`src/rtl/toy_pack.sv`:
```
// Shared constants and types for the instruction-cache refill controller.
package toy_pack;

    localparam int ICACHE_REFILL_BEATS   = 4;
    localparam int ICACHE_REFILL_BEAT_W  = 128;
    localparam int ICACHE_REFILL_OST_NUM = 4;
    localparam int ICACHE_REFILL_ID_W    = 4;
    localparam int ICACHE_REFILL_LINE_W  = ICACHE_REFILL_BEATS * ICACHE_REFILL_BEAT_W;

    // One completed refill line together with the MSHR entry it belongs to.
    typedef struct packed {
        logic [ICACHE_REFILL_LINE_W-1:0] data;
        logic [ICACHE_REFILL_ID_W-1:0]   entry_id;
    } refill_line_t;

endpackage

```
`src/rtl/icache_refill_id_fifo.sv`:
```
// Synchronous FIFO of outstanding MSHR entry ids. DEPTH must be a power of two
// so that the read/write pointers wrap naturally.
module icache_refill_id_fifo #(
    parameter int DEPTH = 4,
    parameter int WIDTH = 4
) (
    input  logic             clk,
    input  logic             rst,
    input  logic             push,
    input  logic [WIDTH-1:0] push_data,
    input  logic             pop,
    output logic             full,
    output logic             empty,
    output logic [WIDTH-1:0] head
);

    localparam int PTR_W = (DEPTH > 1) ? $clog2(DEPTH) : 1;

    logic [WIDTH-1:0] mem_q [DEPTH];
    logic [WIDTH-1:0] mem_d [DEPTH];
    logic [PTR_W-1:0] wr_ptr_q, wr_ptr_d;
    logic [PTR_W-1:0] rd_ptr_q, rd_ptr_d;
    logic [PTR_W:0]   cnt_q, cnt_d;

    // Next-state for storage, pointers and occupancy.
    always_comb begin
        mem_d    = mem_q;
        wr_ptr_d = wr_ptr_q;
        rd_ptr_d = rd_ptr_q;
        cnt_d    = cnt_q;
        if (push) begin
            mem_d[wr_ptr_q] = push_data;
            wr_ptr_d        = wr_ptr_q + 1'b1;
        end
        if (pop) begin
            rd_ptr_d = rd_ptr_q + 1'b1;
        end
        case ({push, pop})
            2'b10:   cnt_d = cnt_q + 1'b1;
            2'b01:   cnt_d = cnt_q - 1'b1;
            default: cnt_d = cnt_q;
        endcase
    end

    // State registers; storage is cleared so the head reads 0 after reset.
    always_ff @(posedge clk) begin
        if (rst) begin
            for (int i = 0; i < DEPTH; i++) begin
                mem_q[i] <= '0;
            end
            wr_ptr_q <= '0;
            rd_ptr_q <= '0;
            cnt_q    <= '0;
        end else begin
            mem_q    <= mem_d;
            wr_ptr_q <= wr_ptr_d;
            rd_ptr_q <= rd_ptr_d;
            cnt_q    <= cnt_d;
        end
    end

    assign full  = (cnt_q == (PTR_W+1)'(DEPTH));
    assign empty = (cnt_q == '0);
    assign head  = mem_q[rd_ptr_q];

endmodule

```
`src/rtl/icache_refill_ctrl.sv`:
```
// Instruction-cache refill controller: accepts line misses, issues
// line-aligned memory reads, assembles BEATS response beats into a line and
// returns it with the originating MSHR entry id. Responses are in order.
// Optional feature macro: ICACHE_REFILL_TIMEOUT_EN adds a response watchdog
// driving timeout_err; without it timeout_err is tied low.
module icache_refill_ctrl
    import toy_pack::*;
#(
    parameter int ADDR_W      = 32,
    parameter int ID_W        = ICACHE_REFILL_ID_W,
    parameter int BEAT_W      = ICACHE_REFILL_BEAT_W,
    parameter int BEATS       = ICACHE_REFILL_BEATS,
    parameter int OST_NUM     = ICACHE_REFILL_OST_NUM,
    parameter int TIMEOUT_CYC = 1024
) (
    input  logic                    clk,
    input  logic                    rst,
    input  logic                    txreq_vld,
    output logic                    txreq_rdy,
    input  logic [ADDR_W-1:0]       txreq_addr,
    input  logic [ID_W-1:0]         txreq_entry_id,
    output logic                    mem_req_vld,
    input  logic                    mem_req_rdy,
    output logic [ADDR_W-1:0]       mem_req_addr,
    input  logic                    mem_rsp_vld,
    output logic                    mem_rsp_rdy,
    input  logic [BEAT_W-1:0]       mem_rsp_data,
    input  logic                    mem_rsp_last,
    output logic                    rxdat_vld,
    input  logic                    rxdat_rdy,
    output logic [BEAT_W*BEATS-1:0] rxdat_data,
    output logic [ID_W-1:0]         rxdat_entry_id,
    output logic                    proto_err,
    output logic                    timeout_err,
    output logic                    busy
);

    localparam int LINE_W = BEAT_W * BEATS;
    localparam int OFF_W  = $clog2(LINE_W / 8);
    localparam int CNT_W  = (BEATS > 1) ? $clog2(BEATS) : 1;
    localparam logic [CNT_W-1:0] LAST_CNT = CNT_W'(BEATS - 1);

    if (OST_NUM < 1 || (OST_NUM & (OST_NUM - 1)) != 0) begin : g_bad_ost
        $error("OST_NUM must be a power of two");
    end
    if (TIMEOUT_CYC < 1 || TIMEOUT_CYC > 65535) begin : g_bad_timeout
        $error("TIMEOUT_CYC must fit in 16 bits");
    end

    logic              fifo_full, fifo_empty;
    logic [ID_W-1:0]   fifo_head;
    logic              txreq_hs, rsp_hs, rx_hs;

    logic              mem_req_vld_q, mem_req_vld_d;
    logic [ADDR_W-1:0] mem_req_addr_q, mem_req_addr_d;
    logic [LINE_W-1:0] line_q, line_d;
    logic [CNT_W-1:0]  cnt_q, cnt_d;
    logic              line_vld_q, line_vld_d;
    logic              proto_err_q, proto_err_d;

    // Low address bits are discarded by line alignment.
    logic              unused_addr_bits;
    assign unused_addr_bits = ^txreq_addr[OFF_W-1:0];

    // A new miss needs a free id slot and a free (or draining) request register.
    assign txreq_rdy   = !rst && !fifo_full && (!mem_req_vld_q || mem_req_rdy);
    // A pending line blocks further beats until the icache takes it.
    assign mem_rsp_rdy = !rst && !line_vld_q;
    assign txreq_hs    = txreq_vld && txreq_rdy;
    assign rsp_hs      = mem_rsp_vld && mem_rsp_rdy;
    assign rx_hs       = line_vld_q && rxdat_rdy;

    icache_refill_id_fifo #(
        .DEPTH (OST_NUM),
        .WIDTH (ID_W)
    ) u_id_fifo (
        .clk       (clk),
        .rst       (rst),
        .push      (txreq_hs),
        .push_data (txreq_entry_id),
        .pop       (rx_hs),
        .full      (fifo_full),
        .empty     (fifo_empty),
        .head      (fifo_head)
    );

    // Request register, beat assembly and protocol checking.
    always_comb begin
        mem_req_vld_d  = mem_req_vld_q;
        mem_req_addr_d = mem_req_addr_q;
        line_d         = line_q;
        cnt_d          = cnt_q;
        line_vld_d     = line_vld_q;
        proto_err_d    = proto_err_q;

        if (txreq_hs) begin
            mem_req_vld_d  = 1'b1;
            mem_req_addr_d = {txreq_addr[ADDR_W-1:OFF_W], {OFF_W{1'b0}}};
        end else if (mem_req_rdy) begin
            mem_req_vld_d  = 1'b0;
        end

        if (rx_hs) begin
            line_vld_d = 1'b0;
        end

        if (rsp_hs) begin
            if (fifo_empty) begin
                // Nobody is waiting for this beat: drop it and flag.
                proto_err_d = 1'b1;
            end else begin
                line_d[int'(cnt_q)*BEAT_W +: BEAT_W] = mem_rsp_data;
                // Completion is by count; the last flag is only cross-checked.
                if (cnt_q == LAST_CNT) begin
                    cnt_d      = '0;
                    line_vld_d = 1'b1;
                    if (!mem_rsp_last) proto_err_d = 1'b1;
                end else begin
                    cnt_d = cnt_q + 1'b1;
                    if (mem_rsp_last) proto_err_d = 1'b1;
                end
            end
        end
    end

    // State registers for the request path and line assembly.
    always_ff @(posedge clk) begin
        if (rst) begin
            mem_req_vld_q  <= 1'b0;
            mem_req_addr_q <= '0;
            line_q         <= '0;
            cnt_q          <= '0;
            line_vld_q     <= 1'b0;
            proto_err_q    <= 1'b0;
        end else begin
            mem_req_vld_q  <= mem_req_vld_d;
            mem_req_addr_q <= mem_req_addr_d;
            line_q         <= line_d;
            cnt_q          <= cnt_d;
            line_vld_q     <= line_vld_d;
            proto_err_q    <= proto_err_d;
        end
    end

`ifdef ICACHE_REFILL_TIMEOUT_EN
    localparam logic [15:0] WDOG_LIM = 16'(TIMEOUT_CYC);

    logic [15:0] wdog_q, wdog_d;
    logic        timeout_err_q, timeout_err_d;

    // Count cycles spent waiting on beats; saturate at the limit.
    always_comb begin
        wdog_d        = wdog_q;
        timeout_err_d = timeout_err_q;
        if (rsp_hs || fifo_empty) begin
            wdog_d = '0;
        end else if (!line_vld_q && wdog_q != WDOG_LIM) begin
            wdog_d = wdog_q + 16'd1;
        end
        if (wdog_d == WDOG_LIM) begin
            timeout_err_d = 1'b1;
        end
    end

    // Watchdog registers.
    always_ff @(posedge clk) begin
        if (rst) begin
            wdog_q        <= '0;
            timeout_err_q <= 1'b0;
        end else begin
            wdog_q        <= wdog_d;
            timeout_err_q <= timeout_err_d;
        end
    end

    assign timeout_err = timeout_err_q;
`else
    assign timeout_err = 1'b0;
`endif

    assign mem_req_vld    = mem_req_vld_q;
    assign mem_req_addr   = mem_req_addr_q;
    assign rxdat_vld      = line_vld_q;
    assign rxdat_data     = line_q;
    assign rxdat_entry_id = fifo_head;
    assign proto_err      = proto_err_q;
    assign busy           = !fifo_empty || line_vld_q;

endmodule

```
`config.mk`:
```
export PLATFORM = sky130hd
export DESIGN_NAME = icache_refill_ctrl
export DESIGN_NICKNAME = d
export VERILOG_FILES = /design/src/rtl/toy_pack.sv /design/src/rtl/icache_refill_id_fifo.sv /design/src/rtl/icache_refill_ctrl.sv
export SDC_FILE = /design/constraint.sdc
export NUM_CORES = 1
export LEC_CHECK = 0
export ABC_AREA = 1
export BUFFER_PORTS_ARGS = -buffer_cell sky130_fd_sc_hd__buf_2
export CAP_MARGIN = 20
export CELL_PAD_IN_SITES_DETAIL_PLACEMENT = 0
export CELL_PAD_IN_SITES_GLOBAL_PLACEMENT = 1
export CORE_AREA = 2 2 283 285
export CTS_BUF_LIST = sky130_fd_sc_hd__clkbuf_16
export CTS_CLUSTER_SIZE = 10
export DETAILED_ROUTE_END_ITERATION = 12
export DIE_AREA = 0 0 285 287
export HOLD_SLACK_MARGIN = 0.06
export PLACE_DENSITY = 0.85
export SLEW_MARGIN = 20
export SYNTH_ARGS = -nofsm -noshare
export SYNTH_HDL_FRONTEND = slang
export SYNTH_SLANG_ARGS = --single-unit
export TNS_END_PERCENT = 5
```
`constraint.sdc`:
```
create_clock -name clk -period 4.25 [get_ports clk]
set_input_delay 0.85 -clock clk [delete_from_list [all_inputs] [get_ports clk]]
set_output_delay 0.85 -clock clk [all_outputs]
set_load 0.005 [all_outputs]
```
# Yosys cells after proc, flatten, opt, wreduce, memory -nomap -nowiden
# Index checks and enable logic that the tools add are counted.
dict set report totals {
  reg_bits 566
  in_bits 171
  out_inout_bits 555
}
dict set report classes {
  add_sub_neg 6
  magnitude_cmp 3
  eq_ne 5
  shifts 2
  mux 19
  bitwise_logic 3
  n_reduce_logical 20
}
# cell count
set op_table {}
lappend op_table {{$bwmux 512} 1}
lappend op_table {{$shift 128x33->512 const A} 1}
lappend op_table {{$shiftx 128x33->512} 1}
lappend op_table {{$neg 9->33} 1}
lappend op_table {{$bwmux 16} 1}
lappend op_table {{$mux 4} 3}
lappend op_table {{$mux 1} 10}
lappend op_table {{$bmux 4 s2} 1}
lappend op_table {{$demux 4 s2} 1}
lappend op_table {{$logic_and 1x1->1} 7}
lappend op_table {{$add 2x1->2 const B} 3}
lappend op_table {{$ge 3x3->1 const B} 2}
lappend op_table {{$not 2->3} 2}
lappend op_table {{$pmux 3 s2} 1}
lappend op_table {{$logic_not 1->1} 5}
lappend op_table {{$eq 2x2->1 const B} 2}
lappend op_table {{$reduce_bool 2->1} 2}
lappend op_table {{$add 3x1->3 const B} 1}
lappend op_table {{$eq 3x3->1 const B} 1}
lappend op_table {{$logic_not 3->1} 1}
lappend op_table {{$lt 3x1->1 const B} 1}
lappend op_table {{$ne 3x3->1 const B} 1}
lappend op_table {{$reduce_and 3->1} 1}
lappend op_table {{$reduce_bool 3->1} 1}
lappend op_table {{other kinds (6)} 7}

# Longest topological paths before layout
# Gate-level depths: netlist of the first run.
dict set report logic_depth {
  ltp_word 7
  mapped_depth 12
}

# Cells and area by module
# Synthesis of the first run repeated with hierarchy kept, for this count alone.
dict set report unflattened {
  hier_cells 4334
  area_unflattened_um2 26350.3
}
# mod instances cells_per_inst area_per_inst_um2 seq_area_each_um2
set by_module_without_submodules {}
lappend by_module_without_submodules {icache_refill_ctrl 1 4191 25311.8 10870.4}
lappend by_module_without_submodules {icache_refill_id_fifo 1 143 1038.5 460.4}

# Least setup slack after synthesis of the first run
# No wires, ideal clock.
dict set report synth_timing {
  kind {in2reg}
  start {in rst}
  end {reg u_id_fifo.cnt_q[2]}
  arrival_time_ps 2717
  required_time_ps 4180
  slack_ps 1463
  cell_stages 12
  n_path_buf 3
  path_cell_list {buf_2 -> a21oi_1 -> nand3_1 -> buf_2 -> buf_2 -> ha_1 -> inv_1 -> fa_1 -> or2_2 -> nand2_1 -> o21ai_0 -> a21oi_1}
}
dict set report synth_via {
  elab_chain_cells 6
  word_cells_on_any_way 8
  cone_classes {2 x eq/ne; 1 x mux; 5 x reduce/logical}
}
# item line
set synth_rtl {}
lappend synth_rtl {{from (decl)} icache_refill_ctrl.sv:17} ;# input logic rst,
lappend synth_rtl {{$logic_not 1->1} icache_refill_ctrl.sv:66} ;# assign txreq_rdy = !rst && !fifo_full && (!mem_req_vld_q || mem_req_rdy);
lappend synth_rtl {{$logic_and 1x1->1 (2 in series)} icache_refill_ctrl.sv:66}
lappend synth_rtl {{$logic_and 1x1->1} icache_refill_ctrl.sv:69} ;# assign txreq_hs = txreq_vld && txreq_rdy;
lappend synth_rtl {{$eq 2x1->1 or $eq 2x2->1 (tied branches)} icache_refill_id_fifo.sv:38} ;# case ({push, pop})
lappend synth_rtl {{$pmux 3 s2 or $reduce_bool 2->1 (tied branches)} -}
lappend synth_rtl {{to (signal assigned)} icache_refill_id_fifo.sv:58} ;# cnt_q <= cnt_d;
lappend synth_rtl {{to (decl)} icache_refill_id_fifo.sv:23} ;# logic [PTR_W:0] cnt_q, cnt_d;
# Several ways; a longest one is shown, not always the timed one.
# A chain may end at the register's enable or synchronous reset.

# Worst setup path in the final report of the first run
dict set report layout_timing {
  start {reg cnt_q[1]}
  end {reg line_q[352], in the netlist rxdat_data[352]}
}
dict set report layout_via {
  elab_chain_cells 3
  word_cells_on_any_way 4
  cone_classes {1 x add/sub; 2 x shift; 1 x mux}
}
# item line
set layout_rtl {}
lappend layout_rtl {{from (decl)} icache_refill_ctrl.sv:57} ;# logic [CNT_W-1:0] cnt_q, cnt_d;
lappend layout_rtl {{from (signal assigned)} icache_refill_ctrl.sv:139} ;# cnt_q <= cnt_d;
lappend layout_rtl {{$neg 9->33 (*)} icache_refill_ctrl.sv:112} ;# line_d[int'(cnt_q)*BEAT_W +: BEAT_W] = mem_rsp_data;
lappend layout_rtl {{$shiftx 128x33->512 or $shift 128x33->512 (tied branches)} icache_refill_ctrl.sv:112}
lappend layout_rtl {{$bwmux 512 (*)} icache_refill_ctrl.sv:112}
lappend layout_rtl {{to (signal assigned)} icache_refill_ctrl.sv:138} ;# line_q <= line_d;
lappend layout_rtl {{to (decl)} icache_refill_ctrl.sv:56} ;# logic [LINE_W-1:0] line_q, line_d;
# Every way passes the cells marked *; elsewhere a longest branch is shown, timed or not.

==> out/metrics.csv, run 1 <==
stage;metric;value;unit
floorplan;initial cell density of the core;0.3448;
floorplan;Die Area;81800;um^2
placement;IO Port Bufs;712;
critical_path;crit path cell chain;inv_1 -> ha_1 -> nand2_4 -> nor2_4 -> buf_4 -> nand2_1 -> nand2_1 -> nand2_1 -> nor2_1;
clock_tree;clk sinks;566;
critical_path;CP endpoint kind;register;
clock_tree;clock latency on the worst-skew pair;620;ps
critical_path;Worst Setup SP;cnt_q[1];
final_layout;most frequent cells in the layout;1569 x nand2_1, 789 x inv_1, 751 x nor2_1, 711 x buf_2, 565 x dfxtp_1;
routing;DR vias;27408;
critical_path;slowest CP cell;ha_1;
synthesis;Synth Register Bits;566;
clock_tree;CTS tree;built;
clock_tree;clock root cell;clkbuf_16;
grt;first-pass GRT wire length;155300;um
routing;wire per inst;16.96;um
routing;post-route ant nets;0;
routing;Routed WL;103800;um
placement;dpl ws;1149;ps
placement;Placed Area;31350;um^2
routing;1st-iter DRT viols;1576;
floorplan;site row count;103;
synthesis;post-synthesis sequential area ratio;0.4180;
outcome;status;complete, no violations;
routing;DRC Markers;0;
timing;Worst slew margin;0.2162;
routing;Vias per Instance;4.479;
final_layout;area grow syn2layout;23.27;%
critical_path;CP startpoint kind;register;
clock_tree;# resized after CTS;0;
grt;largest net degree at the start of global routing;191;
synthesis;Synthesis Warnings;0;
timing;Max Clock Freq;0.3324;GHz
timing;Final Skew;31.09;ps
critical_path;crit-path max FO;39;
clock_tree;CTS buffer count;70;
pwr;Cell Pwr Density;363.2;nW/um^2
final_layout;Fillers;8542;
worst_hold_path;hold crit path type;in -> reg;
synthesis;synthesized cell area;27100;um^2
clock_tree;CTS H-tree depth;3;
timing;total negative slack;0;ps
synthesis;dominant cell type by area after synthesis;dfxtp_1;
clock_tree;clock slew at reported path FFs;50;ps
critical_path;kind of critical path;reg -> reg;
grt;antenna violations before repair;9;
timing;actual slew at the worst max-slew pin;1176;ps
pwr;P_leak;0.01849;uW
timing;final worst-path cycle share;0.7079;
critical_path;critical path's most frequent cell;nand2_1;
job;Max-Cap Viols;0;
placement;Final HPWL DP;65240;um
final_layout;proportion of layout cells with a drive suffix above 1;0.1721;
timing;fin crit period;3009;ps
routing;Post-Route M1 WL;44000;um
timing;RSZ-0062 raised after global routing;false;
routing;metal3 WL;8117;um
synthesis;Netlist cell types;25;
timing;final worst slack;1241;ps
grt;Overflow after GRT;0;
routing;WL met2;47950;um
timing;final setup violation count;0;
routing;top sig layer;met5;
routing;DRT Pass-1 Iters;5;
timing;Hold Vio Cnt, Final;0;
pwr;VDD IR max;0.2664;mV
synthesis;Gate Count Post-Synth;4489;
clock_tree;hold-fix buffers at CTS;0;
floorplan;core footprint;78610;um^2
worst_hold_path;hold path start;txreq_addr[8];
floorplan;IO Pins;726;
final_layout;nets;5220;
critical_path;Reg2Reg Setup Slack;1240;ps
clock_tree;Post-CTS Setup Bufs;0;
placement;GPL Wtd Cong;0.8402;
critical_path;Reg-to-Reg Start;cnt_q[1];
synthesis;ranking of synthesized cells by area;dfxtp_1 42%, nand2_1 22%, inv_1 11%;
synthesis;Yosys top cell area share;0.4180;
final_layout;commonest non-fill, non-tap cell in the layout;nand2_1;
clock_tree;CTS Buffer Depth;3;
critical_path;CP Data Arrival Time;3540;ps
timing;Final Slew Violations;0;
final_layout;cell area after layout;33410;um^2
critical_path;Largest stage delay, worst path;700;ps
grt;GR Util All Layers;0.2443;
synthesis;Syn Area/Cell;6.038;um^2
floorplan;die height;287;um
grt;vias in the first global route;25237;
critical_path;Worst EP required;4780;ps
floorplan;die width;285;um
## layout make-up
class | count | area (um^2) | share of cell area
repair buffers | 760 | 4118 | 0.1232
diodes | 7 | 17.52 | 0.0005243
inverters | 787 | 2964 | 0.08871
clock inverters | 23 | 190.2 | 0.005692
multi-input cells | 2852 | 11620 | 0.3479
clock buffers | 74 | 1852 | 0.05542
well taps | 1050 | 1314 | 0.03932
flip-flops and latches | 566 | 11330 | 0.3392
## cells by family after synthesis
kind of cell,share of synthesized area
xor+xnor,0.0003232
flops,0.4180
simple gates,0.3865
other cells,0.0001384
buf+inv,0.1591
compound gates,0.03010
fa+ha+maj,0.005816
## sequential cells by signal, summed over array words and instances (netlist names)
register,cells
rxdat_data,512
u_id_fifo.mem_q,16
proto_err,1
mem_req_vld,1
cnt_q,2
u_id_fifo.wr_ptr_q,2
u_id_fifo.rd_ptr_q,2
mem_req_addr,26
u_id_fifo.cnt_q,3
rxdat_vld,1
## layer usage
| layer | vias to the layer above | global-route usage |
|---|---|---|
| li1 | 14089 | - |
| met2 | 896 | 0.4056 |
| met1 | 12249 | 0.3049 |
| met3 | 168 | 0.05841 |
| met5 | - | 0 |
| met4 | 6 | 0.09817 |
## critical path: cells and delay by family, from the launching register on
| kind | cells | cell delay (ps) |
|---|---|---|
| buffers and inverters | 2 | 530 |
| DFF | 1 | 370 |
| adders and majority gates | 1 | 700 |
| and+or+nand+nor | 6 | 1310 |
## synthesized netlist by cell type
library cell and instances:
nand2_1 1571, inv_1 780, nor2_1 756, dfxtp_1 566
nand3_1 265, a21oi_1 152, clkbuf_1 128, buf_2 98
nor3_1 61, buf_1 37, buf_4 15, buf_6 12
ha_1 11, o21ai_0 11, inv_2 5, nand2_2 4
nand4_1 4, nor2_2 3, clkinv_1 2, nor2_4 2
or2_2 2, and2_1 1, conb_1 1, fa_1 1
xor2_1 1
## path summary, 6_finish.rpt
kind	end	cells past startpoint
worst min-delay path	mem_req_addr[8]	3
worst max-delay path	rxdat_data[352]	9
worst max register to register	rxdat_data[352]	9
worst min register to register	rxdat_data[164]	2
## stage by stage
step	hold slack, ps	util	instances	total power [uW]
3_5_place_dp	452.2	0.3988	6015	6686
3_3_place_gp	440.2	0.3988	6015	6679
6_report	458.5	0.4250	6119	12140
5_1_grt	443.2	0.4250	6117	12620
4_1_cts	415.9	0.4248	6112	12290
2_1_floorplan	446.6	-	4495	6199
## power breakdown
group	internal, uW	switching (uW)	total [uW]
logic	337	789	1130
registers	5400	45.2	5450
clock network	3170	2390	5560
No activity file was read; power rests on OpenSTA's default activity.
==> run 2, diff against run 1 <==
Settings changed: ABC_AREA 1 to 0, CORE_AREA 2 2 283 285 to 2 2 287 289, DIE_AREA 0 0 285 287 to 0 0 289 291, PLACE_DENSITY 0.85 to 0.75.
Clock period 4.25 ns to 2.7 ns, I/O delays scaled along.
==> run 2 against run 1 <==
Sequential power increased by 57%. Die area increased by 2.8%. Worst setup slack got worse by 980 ps. Utilization decreased by 3.7 points. Clock skew decreased by 15 ps. Highest routed layer unchanged.
==> out/metrics.csv, run 2 <==
stage;metric;value;unit;change
synthesis;ranking of synthesized cells by area;dfxtp_1 45%, mux2i_1 21%, nand2b_1 13%;;
clock_tree;CTS H-tree depth;3;;unchanged
routing;post-route ant nets;0;;unchanged
timing;Hold Vio Cnt, Final;0;;unchanged
timing;Worst slew margin;0.3478;;+0.1316
final_layout;area of the multi-input gates;12430;um^2;+6.9%
floorplan;die height;291;um;+1.4%
grt;largest net degree at the start of global routing;194;;+1.6%
placement;Final HPWL DP;58180;um;-11%
timing;Final Slew Violations;0;;unchanged
floorplan;IO Pins;726;;unchanged
timing;Final Skew;16.36;ps;-14.73 ps
final_layout;Fillers;8258;;-3.3%
grt;antenna violations before repair;7;;-2
routing;top sig layer;met5;;
final_layout;proportion of layout cells with a drive suffix above 1;0.2677;;+0.09568
routing;Post-Route M1 WL;36030;um;-18%
worst_hold_path;hold crit path type;in -> reg;;
final_layout;Largest register FFs;512;;unchanged
floorplan;Die Area;84100;um^2;+2.8%
timing;fin crit period;2434;ps;
routing;DRT Pass-1 Iters;5;;unchanged
synthesis;most frequent cell after synthesis;dfxtp_1;;
critical_path;CP startpoint kind;register;;
clock_tree;Post-CTS Setup Bufs;0;;unchanged
synthesis;Syn Area/Cell;9.542;um^2;+58%
synthesis;post-synthesis sequential area ratio;0.4546;;+0.03660
routing;wire per inst;19.40;um;+14%
clock_tree;CTS tree;built;;
routing;Routed WL;84220;um;-19%
clock_tree;hold-fix buffers at CTS;0;;unchanged
clock_tree;clk sinks;566;;unchanged
timing;total negative slack;0;ps;unchanged
routing;WL met2;39290;um;-18%
grt;Overflow after GRT;0;;unchanged
critical_path;crit-path max FO;6;;-85%
grt;first-pass GRT wire length;124900;um;-20%
placement;Placed Area;29520;um^2;-5.9%
timing;Max Clock Freq;0.4109;GHz;
synthesis;Synthesis Warnings;0;;unchanged
critical_path;CP endpoint kind;output port;;
pwr;Cell Pwr Density;578.4;nW/um^2;+59%
final_layout;most frequent cells in the layout;711 x buf_2, 566 x dfxtp_1, 531 x nand2b_1, 528 x mux2i_1, 472 x nand2_1;;
clock_tree;CTS Buffer Depth;3;;unchanged
pwr;VDD IR max;0.4202;mV;+58%
clock_tree;CTS buffer count;70;;unchanged
final_layout;Reg area;11330;um^2;about the same
synthesis;dominant cell type by area after synthesis;dfxtp_1;;
synthesis;Synth Register Bits;566;;unchanged
final_layout;commonest non-fill, non-tap cell in the layout;buf_2;;
synthesis;Yosys top cell area share;0.4546;;+0.03660
final_layout;nets;3427;;-34%
timing;RSZ-0062 raised after global routing;false;;
placement;IO Port Bufs;712;;unchanged
critical_path;Worst EP required;2160;ps;-2620 ps
grt;GR Util All Layers;0.1925;;-0.05185
final_layout;area grow syn2layout;26.28;%;
timing;final worst-path cycle share;0.9014;;
outcome;status;complete, no violations;;
synthesis;synthesized cell area;24920;um^2;-8.1%
floorplan;initial cell density of the core;0.3070;;-0.03782
clock_tree;clock latency on the worst-skew pair;600;ps;-20 ps
placement;GPL Wtd Cong;0.8088;;-3.7%
pwr;P_leak;0.01504;uW;-19%
synthesis;Gate Count Post-Synth;2612;;-42%
floorplan;site row count;105;;+1.9%
routing;metal3 WL;5804;um;-28%
routing;DRC Markers;0;;unchanged
timing;actual slew at the worst max-slew pin;978.3;ps;-197.4 ps
routing;Vias per Instance;4.571;;+2.0%
clock_tree;# resized after CTS;0;;unchanged
synthesis;commonest cells in the netlist;566 x dfxtp_1, 531 x nand2b_1, 528 x mux2i_1;;
critical_path;CP Data Arrival Time;1890;ps;-1650 ps
job;Max-Cap Viols;0;;unchanged
final_layout;cell area after layout;31470;um^2;-5.8%
critical_path;kind of critical path;reg -> out;;
floorplan;die width;289;um;+1.4%
synthesis;EDFF count, synth;0;;unchanged
floorplan;core footprint;81190;um^2;+3.3%
synthesis;Primary FF master, synth;dfxtp_1;;
grt;vias in the first global route;19596;;-22%
routing;1st-iter DRT viols;941;;-40%
clock_tree;clock root cell;clkbuf_16;;
synthesis;fraction of registers with async set/reset;0;;unchanged
clock_tree;clock slew at reported path FFs;50;ps;about the same
synthesis;Netlist cell types;36;;+44%
routing;DR vias;19846;;-28%
timing;final setup violation count;0;;unchanged
## run 2: final cells by class
cell class / instances / share of cell area
well taps: 1070 / 0.04254
multi-input cells: 1818 / 0.3948
diodes: 4 / 0.0003180
clock inverters: 25 / 0.005407
flip-flops and latches: 566 / 0.3600
inverters: 13 / 0.001550
repair buffers: 775 / 0.1389
clock buffers: 71 / 0.05645
## run 2: routing by layer
layer / GRT usage / vias to the layer above
met5: 0 / -
met4: 0.07455 / 10
met3: 0.05172 / 161
met2: 0.3162 / 615
met1: 0.2385 / 9296
li1: - / 9764
## run 2: final timing paths
check | from | to | slack (ps) | depth (start not counted)
setup / recovery | u_id_fifo.cnt_q[0] | busy | 270 | 3
hold / removal | mem_rsp_data[106] | rxdat_data[106] | 200 | 3
hold reg to reg | mem_req_addr[30] | mem_req_addr[30] | 470 | 2
setup reg to reg | cnt_q[0] | rxdat_data[476] | 390 | 7
## run 2: worst max-delay path, stage by stage (launching register included)
cell      delay (ps)
dfxtp_1          360
nor3_1           470
nand2b_1         270
buf_2            200
## run 2: cell families after synthesis
group | Yosys count | synth area share
AO/OA/AOI/OAI | 67 | 0.01642
XOR/XNOR | 5 | 0.001757
adder cells (fa/ha/maj) | 12 | 0.006326
buffers and inverters | 234 | 0.05076
flip-flops | 566 | 0.4546
multiplexers | 532 | 0.2157
other | 1 | 0.0001505
AND/OR/NAND/NOR | 1195 | 0.2543
## run 2: metrics by stage
step | setup WS, ps | hold slack [ps] | power, uW | instances | utilization
after CTS | 210.9 | 142.7 | 18540 | 4338 | 0.3875
final | 266.2 | 204.3 | 18200 | 4342 | 0.3876
after floorplan | 241.2 | 442.1 | 9397 | 2618 | -
after global placement | 398.2 | 435.1 | 9976 | 4242 | 0.3635
after detailed placement | 390.4 | 451.9 | 9976 | 4242 | 0.3635
after global routing | 170.3 | 170.9 | 18940 | 4340 | 0.3876
## run 2: report_power, final
group,internal (uW),switching [uW]
Combinational,530,718
Sequential,8480,67.0
Clock,4790,3620
==> run 3, diff against run 2 <==
Settings changed: CTS_BUF_LIST sky130_fd_sc_hd__clkbuf_16 to not set, PLACE_DENSITY 0.75 to 0.66.
Clock period 2.7 ns to 2 ns, I/O delays scaled along.
==> run 3 against run 2 <==
Sequential power up 35%. Worst setup slack got worse by 340 ps. Critical endpoint is now rxdat_entry_id[1]. Global-route usage increased by 0.60 points. The run now ends with setup timing left. Clock skew is 0.88 ps higher. Utilization rose by 2.6 points. Sequential share of layout area fell by 2.2 points. Total power grew 40%. Non-clock buffer count grew 167. Wire length up 3.3%. Highest routed layer unchanged. Register-to-register slack lost 380 ps.
==> out/metrics.csv, run 3 (same netlist as run 2, synthesis figures left out) <==
stage;metric;value;unit;change
worst_hold_path;hold crit path type;in -> reg;;
grt;first-pass GRT wire length;128900;um;+3.2%
critical_path;CP Data Arrival Time;1670;ps;-220 ps
placement;Final HPWL DP;61360;um;+5.5%
clock_tree;CTS H-tree depth;3;;unchanged
pwr;VDD IR max;0.5400;mV;+29%
placement;GPL Wtd Cong;0.8031;;-0.70%
floorplan;die height;291;um;unchanged
placement;IO Port Bufs;712;;unchanged
critical_path;kind of critical path;reg -> out;;
timing;Final Skew;17.24;ps;+0.8842 ps
final_layout;nets;3594;;+4.9%
critical_path;CP startpoint kind;register;;
final_layout;area grow syn2layout;34.70;%;
timing;Worst slew margin;0.5441;;+0.1963
placement;Placed Cells;4286;;+1.0%
floorplan;IO Pins;726;;unchanged
timing;final worst slack;-68.97;ps;-335.1 ps
placement;Placed Area;30170;um^2;+2.2%
critical_path;Worst EP required;1600;ps;-560 ps
clock_tree;CTS Buffer Depth;3;;unchanged
floorplan;Die Area;84100;um^2;unchanged
final_layout;commonest non-fill, non-tap cell in the layout;buf_2;;
timing;Hold Vio Cnt, Final;0;;unchanged
timing;RSZ-0062 raised after global routing;true;;
routing;DR vias;20498;;+3.3%
timing;Final Slew Violations;0;;unchanged
timing;final worst-path cycle share;1.034;;
clock_tree;CTS tree;built;;
final_layout;cell area after layout;33570;um^2;+6.7%
outcome;status;finished with violations;;
grt;antenna violations before repair;3;;-4
clock_tree;CTS buffer count;70;;unchanged
grt;gr busiest metal;met2;;
grt;Overflow after GRT;0;;unchanged
routing;DRC Markers;0;;unchanged
final_layout;Largest register FFs;512;;unchanged
final_layout;most frequent cells in the layout;710 x buf_2, 562 x dfxtp_1, 531 x nand2b_1, 528 x mux2i_1, 472 x nand2_1;;
critical_path;crit-path max FO;5;;-1
grt;grt met3 use;0.04859;;-0.003135
clock_tree;clk sinks;566;;unchanged
grt;met1 Usage GRT;0.2442;;+0.005757
floorplan;site row count;105;;unchanged
final_layout;Fillers;8151;;-1.3%
final_layout;Reg area;11340;um^2;about the same
grt;vias in the first global route;20526;;+4.7%
grt;GR Util All Layers;0.1985;;+0.006017
critical_path;CP endpoint kind;output port;;
grt;largest net degree at the start of global routing;153;;-21%
final_layout;area of the multi-input gates;12470;um^2;+0.37%
grt;M2 GR Usage;0.3369;;+0.02066
timing;Max Clock Freq;0.4833;GHz;
final_layout;proportion of layout cells with a drive suffix above 1;0.2723;;+0.004557
routing;Routed WL;87040;um;+3.3%
routing;DRT Pass-1 Iters;4;;-1
routing;1st-iter DRT viols;1002;;+6.5%
clock_tree;clock slew at reported path FFs;50;ps;about the same
clock_tree;clock root cell;clkbuf_16;;
routing;wire per inst;19.29;um;-0.55%
routing;post-route ant nets;0;;unchanged
outcome;failing checks;setup timing;;
routing;Vias per Instance;4.543;;-0.61%
final_layout;final cell utilization of the core;0.4135;;+0.02584
job;Max-Cap Viols;0;;unchanged
timing;actual slew at the worst max-slew pin;682.5;ps;-295.8 ps
floorplan;initial cell density of the core;0.3070;;unchanged
timing;final setup violation count;4;;+4
pwr;P_leak;0.01593;uW;+5.9%
pwr;Cell Pwr Density;761.6;nW/um^2;+32%
floorplan;die width;289;um;unchanged
floorplan;core footprint;81190;um^2;unchanged
final_layout;final std cells w/o fill;4512;;+3.9%
timing;fin crit period;2069;ps;
clock_tree;clock latency on the worst-skew pair;600;ps;about the same
run 3: cell types whose count changed in the layout (fill, tap and decap cells not counted), sizes merged:
cell,delta
diode,-3
buf,+46
clkbuf,+22
clkinv,-6
bufinv,+1
clkinvlp,-1
dlygate4sd3,+121
inv,-10
run 3: path summary, 6_finish.rpt:
path	startpoint	slack [ps]	end	depth (start not counted)
max	u_id_fifo.rd_ptr_q[0]	-70	rxdat_entry_id[1]	2
min	mem_rsp_data[35]	100	rxdat_data[35]	3
max reg2reg	u_id_fifo.cnt_q[1]	10	u_id_fifo.cnt_q[2]	8
min reg2reg	proto_err	450	proto_err	2
run 3: metrics by stage:
| step | power, uW | setup slack, ps | hold slack, ps | TNS (ps) |
|---|---|---|---|---|
| 2_1_floorplan | 12690 | -228.6 | 442.1 | -321.5 |
| 6_report | 25570 | -68.97 | 95.94 | -242.5 |
| 5_1_grt | 26590 | -133.3 | 77.91 | -4134 |
| 3_3_place_gp | 13550 | 7.167 | 431.8 | 0 |
| 3_5_place_dp | 13550 | -7.676 | 440.0 | -7.676 |
| 4_1_cts | 26000 | -124.6 | 60.15 | -510.4 |
run 3: repair_timing:
item,4_1_cts,5_1_grt
gates resized for setup,9,3
endpoints found under the hold margin,209,0
endpoints found under the setup margin,8,111
hold buffers,121,0
buffers inserted,1,1
cloned,0,0
pin swaps,2,1
run 3: cell type report:
cell class,count,area share
Multi-Input combinational cell,1818,0.3715
Sequential cell,566,0.3377
Timing Repair Buffer,942,0.1865
Clock buffer,93,0.05810
Tap cell,1070,0.03988
Clock inverter,9,0.004696
Inverter,13,0.001454
Antenna cell,1,0.00007454
run 3: where the power goes:
| part | switching, uW | internal, uW |
|---|---|---|
| logic | 1020 | 942 |
| clock network | 5010 | 7070 |
| registers | 79.6 | 11400 |
run 3: metal layers:
layer	up-vias	wire (um)
met4	4	2536
met5	-	27
met1	9694	37630
li1	10087	-
met2	571	41310
met3	142	5538
run 3: worst max-delay path, cell delays in order, from the launching register on:
cell     delay [ps]
dfxtp_4         390
mux4_2          530
buf_2           150
